### src/rtl/uart_tx_sched.sv
// Purpose : configures a UART (baud divider, then enable) and streams queued bytes to its TX register.
// Latency : config writes 1 and 2 cycles after start; a queued byte is written 1 cycle after READY sees it.
// Backpr. : CPU writes pre-empt the scheduler (CFG/SEND hold); push while full is dropped; sends pace on tx_busy.
//
// Ports:
//   clk, rst_n                 clock, asynchronous active-low reset
//   start, cfg_div             start the config sequence; divider for UART reg 3
//   push, push_data            FIFO write strobe and byte; full/empty are FIFO flags
//   cpu_we, cpu_reg, cpu_wd    CPU pass-through write; always wins the UART write port
//   tx_busy                    UART transmitter busy
//   uart_we, uart_reg_num,     UART register write port (combinational)
//   uart_wd
//   ready                      configured and idle; err sticky send timeout
module uart_tx_sched #(
  parameter int DEPTH    = 8,
  parameter int BUSY_TMO = 15
) (
  input  logic        clk,
  input  logic        rst_n,
  input  logic        start,
  input  logic [31:0] cfg_div,
  input  logic        push,
  input  logic [7:0]  push_data,
  output logic        full,
  output logic        empty,
  input  logic        cpu_we,
  input  logic [2:0]  cpu_reg,
  input  logic [31:0] cpu_wd,
  input  logic        tx_busy,
  output logic        uart_we,
  output logic [2:0]  uart_reg_num,
  output logic [31:0] uart_wd,
  output logic        ready,
  output logic        err
);

  localparam int AW = (DEPTH > 1) ? $clog2(DEPTH) : 1;
  localparam int TW = (BUSY_TMO > 1) ? $clog2(BUSY_TMO + 1) : 1;
  localparam logic [AW:0]   FULL_CNT = (AW+1)'(DEPTH);
  localparam logic [TW-1:0] TMO_LAST = TW'(BUSY_TMO - 1);

  localparam logic [2:0] REG_CTRL = 3'd0;
  localparam logic [2:0] REG_TXD  = 3'd2;
  localparam logic [2:0] REG_DIV  = 3'd3;

  typedef enum logic [2:0] {
    UNCFG, CFG_DIV, CFG_EN, READY, SEND, WAIT_BUSY, WAIT_DONE
  } state_t;

  state_t state, state_nxt;

  // ---------------- byte FIFO ----------------
  logic [7:0]    mem [DEPTH];
  logic [AW-1:0] wr_ptr, rd_ptr;
  logic [AW:0]   count;
  logic          wr_en, rd_en, pop;
  logic [7:0]    head;

  assign full  = (count == FULL_CNT);
  assign empty = (count == '0);
  assign wr_en = push && !full;
  assign rd_en = pop && !empty;
  assign head  = mem[rd_ptr];

  always_ff @(posedge clk) begin
    if (wr_en) mem[wr_ptr] <= push_data;
  end

  // Pointers wrap naturally at DEPTH (power of two); occupancy lives in count.
  always_ff @(posedge clk or negedge rst_n) begin
    if (!rst_n) begin
      wr_ptr <= '0;
      rd_ptr <= '0;
      count  <= '0;
    end else begin
      if (wr_en) wr_ptr <= wr_ptr + 1'b1;
      if (rd_en) rd_ptr <= rd_ptr + 1'b1;
      case ({wr_en, rd_en})
        2'b10:   count <= count + 1'b1;
        2'b01:   count <= count - 1'b1;
        default: count <= count;
      endcase
    end
  end

  // ---------------- scheduler FSM ----------------
  logic [TW-1:0] tmo_cnt;
  logic          tmo_fire;
  logic          fsm_we;
  logic [2:0]    fsm_reg;
  logic [31:0]   fsm_wd;

  always_ff @(posedge clk or negedge rst_n) begin
    if (!rst_n) state <= UNCFG;
    else        state <= state_nxt;
  end

  always_comb begin
    state_nxt = state;
    pop       = 1'b0;
    tmo_fire  = 1'b0;
    fsm_we    = 1'b0;
    fsm_reg   = 3'd0;
    fsm_wd    = 32'd0;
    case (state)
      UNCFG: begin
        if (start) state_nxt = CFG_DIV;
      end
      // Write states only advance on a cycle the CPU leaves the port free.
      CFG_DIV: begin
        fsm_we  = 1'b1;
        fsm_reg = REG_DIV;
        fsm_wd  = cfg_div;
        if (!cpu_we) state_nxt = CFG_EN;
      end
      CFG_EN: begin
        fsm_we  = 1'b1;
        fsm_reg = REG_CTRL;
        fsm_wd  = 32'h1;
        if (!cpu_we) state_nxt = READY;
      end
      READY: begin
        if (start)       state_nxt = CFG_DIV;
        else if (!empty) state_nxt = SEND;
      end
      SEND: begin
        fsm_we  = 1'b1;
        fsm_reg = REG_TXD;
        fsm_wd  = {24'h0, head};
        if (!cpu_we) begin
          pop       = 1'b1;
          state_nxt = WAIT_BUSY;
        end
      end
      WAIT_BUSY: begin
        if (tx_busy) begin
          state_nxt = WAIT_DONE;
        end else if (tmo_cnt == TMO_LAST) begin
          state_nxt = READY;
          tmo_fire  = 1'b1;
        end
      end
      WAIT_DONE: begin
        if (!tx_busy) state_nxt = READY;
      end
      default: state_nxt = UNCFG;
    endcase
  end

  // Counts consecutive idle-busy cycles spent in WAIT_BUSY; zero elsewhere.
  always_ff @(posedge clk or negedge rst_n) begin
    if (!rst_n) begin
      tmo_cnt <= '0;
    end else if (state == WAIT_BUSY && !tx_busy) begin
      tmo_cnt <= tmo_cnt + 1'b1;
    end else begin
      tmo_cnt <= '0;
    end
  end

  always_ff @(posedge clk or negedge rst_n) begin
    if (!rst_n) begin
      err <= 1'b0;
    end else if (state_nxt == CFG_DIV && state != CFG_DIV) begin
      err <= 1'b0;
    end else if (tmo_fire) begin
      err <= 1'b1;
    end
  end

  assign ready = (state == READY);

  // CPU has fixed priority on the UART write port.
  assign uart_we      = cpu_we || fsm_we;
  assign uart_reg_num = cpu_we ? cpu_reg : fsm_reg;
  assign uart_wd      = cpu_we ? cpu_wd  : fsm_wd;

endmodule

### config.mk
export PLATFORM = sky130hd
export DESIGN_NAME = uart_tx_sched
export DESIGN_NICKNAME = d
export VERILOG_FILES = /design/src/rtl/uart_tx_sched.sv
export SDC_FILE = /design/constraint.sdc
export NUM_CORES = 1
export LEC_CHECK = 0
export ABC_AREA = 1
export CAP_MARGIN = 20
export CORE_ASPECT_RATIO = 1.4
export CORE_MARGIN = 4
export CORE_UTILIZATION = 30
export DETAILED_ROUTE_END_ITERATION = 7
export SYNTH_ARGS = -nofsm -noshare
export SYNTH_HDL_FRONTEND = slang
export SYNTH_SLANG_ARGS = --single-unit
### constraint.sdc
create_clock -name clk -period 5.64 [get_ports clk]
set_clock_uncertainty 0.05 [all_clocks]
set_input_delay 1.128 -clock clk [delete_from_list [all_inputs] [get_ports clk]]
set_output_delay 1.128 -clock clk [all_outputs]
set_load 0.01 [all_outputs]
# After elaboration in Yosys (flattened, before gate mapping)
# Memories as Yosys holds them, arrays and structs flattened.
# Index checks and enable logic that the tools add are counted.
# word_totals
in_bits	81
latchBits	0
mem_count	1
ramBits	64
romBits	0
regBits	18
word_cells	63
# classes
mul	0
div_mod_pow	0
shifts	0
n_eq_ne	12
reduce_logical	13
n_addsub	5
order_cmp	0
n_mux	26
n_bitwise	0
# mem_list
name	words	width	rd	rd_ports_with_merged_regs	write_ports	line_no	text
mem	8	8	1	0	1	53	logic [7:0] mem [DEPTH];
# op_table
cell	count
32-bit case mux with 3 select lines	1
32-bit two-way mux	1
3-bit two-way mux	10
3-bit case mux with 7 select lines	1
1-bit two-way mux	10
3-bit == test, second input constant	3
4-bit by 1-bit adder with 4-bit output, second input constant	2
4-bit == test, second input constant	2
4-bit case mux with 2 select lines	1
3-bit by 1-bit adder with 3-bit output, second input constant	2
3-bit by 1-bit == test with 1-bit output, second input constant	2
3-bit by 2-bit == test with 1-bit output, second input constant	2
1-bit logical AND	4
4-bit zero test	1
4-bit two-way mux	1
2-bit case mux with 2 select lines	1
2-bit nonzero test	2
4-bit by 1-bit subtractor with 4-bit output, second input constant	1
1-bit zero test	3
3-bit zero test	1
3-bit by 1-bit != test with 1-bit output, second input constant	1
3-bit OR reduction	1
2-bit by 1-bit == test with 1-bit output, second input constant	1
2-bit == test, second input constant	1
1-bit logical OR	1

# Longest topological paths before layout
# Gate-level depths: netlist (run 1).
# depth
ltp_word	7
mapped_depth	13
ltp_nobuf	13

# Worst setup path after synthesis (run 1)
# Ideal clock, no wire load.
# synth_path
path_kind	input-to-output
start	input cpu_we
end	output uart_wd[0]
required_time_ns	4.462
slack_ns	2.693
n_path_buf	2
path_stages	6
t_arrival_ns	1.769
cell_sequence	buf_6 > inv_2 > buf_2 > nand2_1 > a21oi_1 > a21oi_1
# synth_between
elab_chain_cells	1
# synth_lines
element	line_no	text
start: declaration	26	input logic cpu_we,
32-bit two-way mux	176	assign uart_wd = cpu_we ? cpu_wd : fsm_wd;
end: declaration	32	output logic [31:0] uart_wd,
# No other way between the ends.

# Worst setup path in the final report (run 1)
# layout_path
start	input cpu_we
end	output uart_wd[1]
# Same word-level chain as after synthesis.

==> impl_metrics.ini, run 1 <==
[run_status]
outcome = finished clean

[yosys]
number_of_synthesized_register_bits = 82
dominantRegCellSynth = edfxtp_1
ys_top_cells_by_area = edfxtp_1 47%, dfrtp_1 11%, nand2_1 9.7%, nand3_1 6.6%, a22o_1 5.1%
syn-cell-area_um2 = 4100
synth_warnings = 0
yosys.cell_types.count = 31
synth_top_area_share = 0.468
postSynthAreaPerCell_um2 = 9.91
synth_edf_count = 64
postSynthNetCount = 503
netlist.top_cell.by_area = edfxtp_1
synth_cells = 414
post_synthesis_sequential_area_ratio = 0.578
synth-async-reset-ratio = 0.220

[global_routing]
use_met2 = 0.262
first_global_vias = 3586
grt_pass1_wl_um = 18300
grt_antenna_before_repair = 0
met3_track_usage_gr = 0.0372
total_routing_usage_reported_by_global_routing = 0.148
grt_use_met1 = 0.172
grt_start_max_net_pins = 34
overflow = 0
grt_most_used_layer = met2

[cts]
postCtsSetupBuffers = 0
cts_root_buffer = clkbuf_16
path_clk_slew_ns = 0.07
post_cts_resized = 0
clkLatencyLatePin_ns = 0.33
clock_sink_count = 82
tritoncts = yes
htree_num_levels = 3
post_cts_hold_buffer_count = 0
cts_buffer_depth = 2
total_cts_buffers = 9

[hold_path]
min_path_type = register to register
holdPathStages = 1

[layout]
layout.filler_cells = 1309
fraction_of_layout_cells_with_a_size_suffix_above_1 = 0.0713
synthesis_to_layout_area_growth_pct = 39.3
insertedDiodeCount = 0
final-seq-area_um2 = 2370
multi_input_area_um2 = 1510
num-nets-final = 617
finished_cell_area_um2 = 5720

[power]
cellPowerDensity_nw_per_um2 = 409
maximum_vdd_drop_uv = 154
total_net_switching_power_w = 0.000901
pwr-share-comb = 0.384
pwr-share-clk = 0.238
leakagePower_nw = 2.22
power.switching_fraction = 0.385
total_power_w = 0.00234
internal_power_w = 0.00144
pwr-share-seq = 0.378

[timing]
timing_hold_violations_final = 0
rsz0062_at_grt = no
layout_worst_path_cycle_share = 0.740
slew_of_the_pin_with_the_lowest_slew_margin_ns = 0.970
setup_violations = 0
tns_ns = 0
fmaxAchievable_mhz = 240
slew_headroom = 0.351
finalWorstPathRequiredPeriod_ns = 4.17
slew_violations = 0

[die]
die_width_um = 107
start_util = 0.307
row_count = 50
core_area_um2 = 13400
num_io_pins = 121
die_height_um = 146
die_footprint_um2 = 15600

[setup_path]
biggest_fanout_along_the_worst_timing_path = 33
crit_end_category = output port
timing.critical_path.to = uart_wd[1]
critical_path.startpoint_type = input port
reg2reg_setup_slack_ns = 3.19
ff_to_ff_end = count[3]$_DFFE_PN0P_
max_stage_delay_ns = 0.68
worst_ep_arrival_time_ns = 2.99
critical_path.startpoint = cpu_we
timing.reg2reg.worst_path_depth = 13
r2r-start = state[0]$_DFF_PN0_
slowest_stage = clkdlybuf4s50_1
timing.setup.critical_path_class = input port to output port
path_cells = clkdlybuf4s50_1 > buf_4 > a21oi_1 > a21oi_1 > clkdlybuf4s50_1
crit_required_ns = 4.46

[routing]
post_drt_via_cell_ratio = 4.76
wl_per_cell_um = 15.9
drt_first_iter_violations = 199
vias = 3400
post-route-drc-count = 0
drt_pre_antenna_iters = 4
wirelength_um = 11400
antenna_left = 0

[flow_run]
max-cap-violations = 0

[placed_design]
post_dp_cell_area_um2 = 5430
place_congestion = 0.850
numPortBuffers = 120
detailedPlacementHpwl_um = 7990
-- power groups by stage --
stage / Clock, W / Combinational, W / Sequential (W)
global placement: 0 / 0.000877 / 0.000889
detailed placement: 0 / 0.000900 / 0.000894
global route: 0.000588 / 0.00101 / 0.000898
CTS: 0.000571 / 0.000907 / 0.000883
floorplan: 0 / 0.000633 / 0.000819
finish: 0.000556 / 0.000898 / 0.000884
-- flip-flops by register name (all words and copies together) (netlist names) --
signal   flops
err          1
rd_ptr       3
tmo_cnt      4
mem         64
state        3
wr_ptr       3
count        4
-- stage by stage --
stage / utilization / worst slack (ns) / std cells / hold slack, ns
after floorplan: - / 2.69 / 414 / 0.401
after global placement: 0.406 / 1.50 / 699 / 0.417
after detailed placement: 0.406 / 1.45 / 699 / 0.431
after CTS: 0.427 / 1.46 / 715 / 0.441
after global routing: 0.427 / 1.35 / 715 / 0.474
final: 0.427 / 1.47 / 715 / 0.440
-- synthesized netlist by cell type (2+ instances only) --
cell / n
a21oi_1: 18
a22o_1: 24
buf_2: 12
buf_4: 2
buf_6: 3
clkbuf_1: 2
dfrtp_1: 18
edfxtp_1: 64
ha_1: 7
inv_1: 17
inv_2: 9
nand2_1: 106
nand3_1: 54
nand3_2: 3
nand4_1: 3
nor2_1: 36
nor2_2: 4
nor2_8: 2
nor3_1: 2
o211ai_1: 2
o21ai_0: 11
xnor2_1: 2
xor2_1: 5
-- worst min path at each step --
stage                                     from              endpoint  slack, ns
final                     tmo_cnt[0]$_DFF_PN0_  tmo_cnt[0]$_DFF_PN0_       0.44
after global routing      tmo_cnt[0]$_DFF_PN0_  tmo_cnt[0]$_DFF_PN0_       0.47
after CTS                 tmo_cnt[0]$_DFF_PN0_  tmo_cnt[0]$_DFF_PN0_       0.44
after detailed placement  tmo_cnt[0]$_DFF_PN0_  tmo_cnt[0]$_DFF_PN0_       0.43
after global placement    tmo_cnt[0]$_DFF_PN0_  tmo_cnt[0]$_DFF_PN0_       0.42
after floorplan           tmo_cnt[0]$_DFF_PN0_  tmo_cnt[0]$_DFF_PN0_       0.40
-- worst max-delay path, delay by kind of cell --
family / cells / cell delay [ns]
compound gates: 2 / 0.24
buf+inv: 3 / 1.62
-- cell families (layout without fill, tap and decap cells) --
kind of cell,Yosys count,in the layout,share of synthesized area
simple gates,213,213,0.232
xor+xnor,7,7,0.0149
flops,82,82,0.578
fa+ha+maj,8,8,0.0262
compound gates,57,57,0.0942
buf+inv,47,166,0.0546
-- cell usage in the layout (no fill, tap or decap), drive strengths merged, types with 5 or more instances in the layout --
cell | Yosys | routed
o21ai | 11 | 11
clkdlybuf4s50 | 0 | 120
nand3 | 57 | 57
inv | 27 | 31
a21oi | 19 | 19
clkbuf | 2 | 9
edfxtp | 64 | 64
xor2 | 5 | 5
a22o | 24 | 24
ha | 7 | 7
nor2 | 42 | 42
dfrtp | 18 | 18
nand2 | 107 | 107
-- routing by layer --
| metal | up-vias | wire length, µm |
|---|---|---|
| li1 | 1661 | - |
| met1 | 1602 | 4560 |
| met2 | 121 | 5910 |
| met3 | 16 | 750 |
| met4 | 0 | 149 |
| met5 | - | 0 |
-- area by class of cell --
cell class	count	area share
sequential	82	0.415
tap	182	0.0398
multi-input combinational	285	0.264
inverter	28	0.0188
clock inverter	7	0.0105
clock buffer	9	0.0394
timing repair buffer	122	0.213
(Power assumes the default switching activity.)
==> run 2, diff against run 1 <==
==> constraint.sdc (replaced) <==
create_clock -name clk -period 4.11 [get_ports clk]
set_clock_uncertainty 0.05 [all_clocks]
set_input_delay 0.822 -clock clk [delete_from_list [all_inputs] [get_ports clk]]
set_output_delay 0.822 -clock clk [all_outputs]
set_load 0.01 [all_outputs]
==> impl_metrics.ini, run 2 (same netlist as run 1, synthesis figures left out) <==
[run_status]
outcome = finished clean

[timing]
slew_violations = 0
slew_headroom = 0.325
layout_worst_path_cycle_share = 0.836
fmaxAchievable_mhz = 291
tns_ns = 0
slew_of_the_pin_with_the_lowest_slew_margin_ns = 1.01
rsz0062_at_grt = no
timing.hold.ws_ns = 0.441
timing_hold_violations_final = 0
finalWorstPathRequiredPeriod_ns = 3.44
setup_violations = 0

[cts]
cts_root_buffer = clkbuf_16
path_clk_slew_ns = 0.06
postCtsSetupBuffers = 0
htree_num_levels = 3
post_cts_hold_buffer_count = 0
clkLatencyLatePin_ns = 0.33
total_cts_buffers = 9
clock_sink_count = 82
post_cts_resized = 0
tritoncts = yes
cts_buffer_depth = 2

[die]
die_height_um = 146
row_count = 50
num_io_pins = 121
start_util = 0.307
die_width_um = 107
die_footprint_um2 = 15600
core_area_um2 = 13400

[global_routing]
grt_antenna_before_repair = 0
grt_pass1_wl_um = 17800
grt_start_max_net_pins = 30
overflow = 0
first_global_vias = 3424
total_routing_usage_reported_by_global_routing = 0.145

[layout]
regMostFlops = mem
final_cell_mix = 120 x clkdlybuf4s50_1, 106 x nand2_1, 64 x edfxtp_1, 54 x nand3_1, 36 x nor2_1
multi_input_area_um2 = 1510
layout.filler_cells = 1303
num-nets-final = 623
final-instance-count-excl-fill = 721
synthesis_to_layout_area_growth_pct = 41.2
largest_register_ff_count = 64
insertedDiodeCount = 0
top_flop_regs = mem x64, count x4, tmo_cnt x4
fraction_of_layout_cells_with_a_size_suffix_above_1 = 0.0816
layout_commonest_cell = clkdlybuf4s50_1
final-seq-area_um2 = 2370

[power]
cellPowerDensity_nw_per_um2 = 571
leakagePower_nw = 2.27
total_power_w = 0.00331
maximum_vdd_drop_uv = 203

[setup_path]
path_cells = buf_4 > nor2_1 > nor2_1 > o21ai_0 > nand3_1 > nand3_1 > a21oi_1 > clkdlybuf4s50_1
reg2reg_setup_slack_ns = 1.60
worst_ep_arrival_time_ns = 2.56
critical_path_buf_inv_count = 2
crit_family = buffers and inverters
timing.reg2reg.worst_path_depth = 13
crit_required_ns = 3.24
timing.critical_path.depth = 8
crit_end_category = output port
max_stage_delay_ns = 0.71
timing.setup.critical_path_class = register to output port
critical_path.startpoint_type = register
slowest_stage = dfrtp_1
biggest_fanout_along_the_worst_timing_path = 19

[flow_run]
max-cap-violations = 0

[hold_path]
min_path_type = register to register
holdPathStages = 1

[routing]
antenna_left = 0
routed.top_layer = met4
met1Wirelength_um = 4510
vias = 3410
post_drt_via_cell_ratio = 4.73
wire_length_on_met2_um = 5780
wirelength_um = 11200
wl_met3_um = 771
drt_pre_antenna_iters = 5
drt_first_iter_violations = 157
post-route-drc-count = 0
wl_per_cell_um = 15.5

[placed_design]
detailedPlacementHpwl_um = 8010
placed_cells = 705
place_congestion = 0.807
numPortBuffers = 120
run 2: metrics by stage:
step,instance area (µm²),setup slack (ns),util
6_report,5800,0.675,0.433
5_1_grt,5800,0.449,0.433
4_1_cts,5800,0.637,0.433
3_5_place_dp,5480,0.729,0.409
3_3_place_gp,5480,0.738,0.409
2_1_floorplan,4100,1.74,-
run 2: worst register-to-register path: stages (launching register included):
cell	delay, ns
dfrtp_1	0.44
nor2_2	0.18
nand2_1	0.10
inv_2	0.16
nand3_2	0.12
inv_2	0.10
ha_1	0.27
ha_1	0.31
a21oi_1	0.14
nand2_1	0.11
a21oi_1	0.19
o21ai_0	0.12
nand2_1	0.07
nand2_1	0.05
run 2: power by group:
group          leakage [nW]  internal, W  total, W  switching (W)
Clock                 0.153     0.000530  0.000838       0.000308
Sequential            0.807      0.00105   0.00118       0.000128
Combinational          1.31     0.000523   0.00129       0.000767
Total                  2.27      0.00211   0.00331        0.00120
run 2: per-layer routing:
layer | vias to the layer above | global-route usage
met2 | 101 | 0.260
li1 | 1666 | -
met1 | 1631 | 0.168
met3 | 12 | 0.0380
met4 | 0 | 0.0429
met5 | - | 0
run 2: final timing paths:
path	startpoint	endpoint
max	rd_ptr[0]$_DFFE_PN0P_	uart_wd[0]
min	tmo_cnt[0]$_DFF_PN0_	tmo_cnt[0]$_DFF_PN0_
max reg2reg	state[0]$_DFF_PN0_	count[3]$_DFFE_PN0P_
min reg2reg	tmo_cnt[0]$_DFF_PN0_	tmo_cnt[0]$_DFF_PN0_
max in group asynchronous	rst_n	wr_ptr[0]$_DFFE_PN0P_
min in group asynchronous	rst_n	tmo_cnt[2]$_DFF_PN0_
run 2: layout make-up:
class / instances / area share
Tap cell: 182 / 0.0393
Clock inverter: 7 / 0.0162
Sequential cell: 82 / 0.409
Multi-Input combinational cell: 285 / 0.260
Timing Repair Buffer: 128 / 0.218
Clock buffer: 9 / 0.0389
Inverter: 28 / 0.0186
==> run 3, diff against run 2 <==
==> constraint.sdc (replaced) <==
create_clock -name clk -period 3.4 [get_ports clk]
set_clock_uncertainty 0.05 [all_clocks]
set_input_delay 0.68 -clock clk [delete_from_list [all_inputs] [get_ports clk]]
set_output_delay 0.68 -clock clk [all_outputs]
set_load 0.01 [all_outputs]
==> impl_metrics.ini, run 3 (same netlist as run 1, synthesis figures left out) <==
[flow_run]
max-cap-violations = 0

[global_routing]
grt_pass1_wl_um = 18000
first_global_vias = 3406
grt_antenna_before_repair = 0
total_routing_usage_reported_by_global_routing = 0.149
overflow = 0
grt_start_max_net_pins = 34

[layout]
layout_commonest_cell = clkdlybuf4s50_1
insertedDiodeCount = 0
final_cell_mix = 120 x clkdlybuf4s50_1, 106 x nand2_1, 64 x edfxtp_1, 54 x nand3_1, 36 x nor2_1
layout.filler_cells = 1311
num-nets-final = 630
multi_input_area_um2 = 1510
final-instance-count-excl-fill = 728
fraction_of_layout_cells_with_a_size_suffix_above_1 = 0.0916
top_flop_regs = mem x64, count x4, tmo_cnt x4
regMostFlops = mem
final-seq-area_um2 = 2370
synthesis_to_layout_area_growth_pct = 42.1
largest_register_ff_count = 64

[power]
maximum_vdd_drop_uv = 276
leakagePower_nw = 2.30
cellPowerDensity_nw_per_um2 = 679

[timing]
tns_ns = 0
slew_headroom = 0.447
slew_violations = 0
setup_ws_ns = 0.313
timing_hold_violations_final = 0
setup_violations = 0
slew_of_the_pin_with_the_lowest_slew_margin_ns = 0.827
fmaxAchievable_mhz = 324
finalWorstPathRequiredPeriod_ns = 3.09
layout_worst_path_cycle_share = 0.908
rsz0062_at_grt = no

[run_status]
outcome = finished clean

[routing]
wirelength_um = 11400
drt_pre_antenna_iters = 5
antenna_left = 0
post_drt_via_cell_ratio = 4.65
wl_per_cell_um = 15.6
post-route-drc-count = 0
vias = 3383
drt_first_iter_violations = 213

[cts]
postCtsSetupBuffers = 0
htree_num_levels = 3
total_cts_buffers = 9
tritoncts = yes
cts_root_buffer = clkbuf_16
post_cts_hold_buffer_count = 0
clock_sink_count = 82
cts_buffer_depth = 2
post_cts_resized = 0
path_clk_slew_ns = 0.06
clkLatencyLatePin_ns = 0.33

[placed_design]
numPortBuffers = 120
detailedPlacementHpwl_um = 8190
dpl_worst_slack_ns = 0.284
placed_cells = 712
place_congestion = 0.832

[die]
num_io_pins = 121
die_width_um = 107
die_footprint_um2 = 15600
core_area_um2 = 13400
die_height_um = 146
row_count = 50
start_util = 0.307

[setup_path]
path_cells = clkdlybuf4s50_1 > buf_4 > nor2_8 > a22o_1 > clkdlybuf4s50_1
crit_end_category = output port
ff_to_ff_end = count[3]$_DFFE_PN0P_
biggest_fanout_along_the_worst_timing_path = 25
r2r-start = state[2]$_DFF_PN0_
most_frequent_cell_on_critical_path = clkdlybuf4s50_1
slowest_stage = clkdlybuf4s50_1
critical_path.startpoint_type = input port
timing.setup.critical_path_class = input port to output port
crit_required_ns = 2.67
timing.reg2reg.worst_path_depth = 12
worst_ep_arrival_time_ns = 2.36
reg2reg_setup_slack_ns = 0.91
max_stage_delay_ns = 0.54
timing.critical_path.to = uart_wd[15]
critical_path.startpoint = cpu_we

[hold_path]
min_path_type = register to register
-- run 3: through the flow --
step | hold slack [ns] | utilization | instance area (µm²) | power (W)
4_1_cts | 0.440 | 0.436 | 5830 | 0.00399
3_3_place_gp | 0.428 | 0.413 | 5530 | 0.00300
6_report | 0.438 | 0.436 | 5830 | 0.00396
3_5_place_dp | 0.432 | 0.413 | 5530 | 0.00303
2_1_floorplan | 0.334 | - | 4100 | 0.00241
5_1_grt | 0.459 | 0.436 | 5830 | 0.00424
-- run 3: worst min path at each step --
| stage | start | end | slack [ns] | cells past startpoint |
|---|---|---|---|---|
| 2_1_floorplan | rst_n | count[0]$_DFFE_PN0P_ | 0.33 | 0 |
| 3_3_place_gp | tmo_cnt[0]$_DFF_PN0_ | tmo_cnt[0]$_DFF_PN0_ | 0.43 | 1 |
| 3_5_place_dp | tmo_cnt[0]$_DFF_PN0_ | tmo_cnt[0]$_DFF_PN0_ | 0.43 | 1 |
| 4_1_cts | tmo_cnt[0]$_DFF_PN0_ | tmo_cnt[0]$_DFF_PN0_ | 0.44 | 1 |
| 5_1_grt | tmo_cnt[0]$_DFF_PN0_ | tmo_cnt[0]$_DFF_PN0_ | 0.46 | 1 |
| 6_report | tmo_cnt[0]$_DFF_PN0_ | tmo_cnt[0]$_DFF_PN0_ | 0.44 | 1 |
-- run 3: report_power, final --
group / internal (W) / switching (W) / total [W]
Sequential: 0.00127 / 0.000104 / 0.00138
Combinational: 0.000656 / 0.000972 / 0.00163
Clock: 0.000598 / 0.000358 / 0.000956
-- run 3: cell type report --
type / count / share of cell area
clock buffer: 15 / 0.0513
inverter: 28 / 0.0184
sequential: 82 / 0.407
timing repair buffer: 135 / 0.225
clock inverter: 1 / 0.000858
multi-input combinational: 285 / 0.258
tap: 182 / 0.0390
-- run 3: worst max-delay path, delay by kind of cell --
family | cells | cell delay [ns]
compound gates | 1 | 0.20
buf+inv | 3 | 1.15
simple gates | 1 | 0.32
-- run 3: per-layer routing --
metal  share of wire  track usage
met1            0.41        0.176
met2            0.52        0.265
met3           0.050       0.0336
met4           0.014       0.0499
met5               0            0
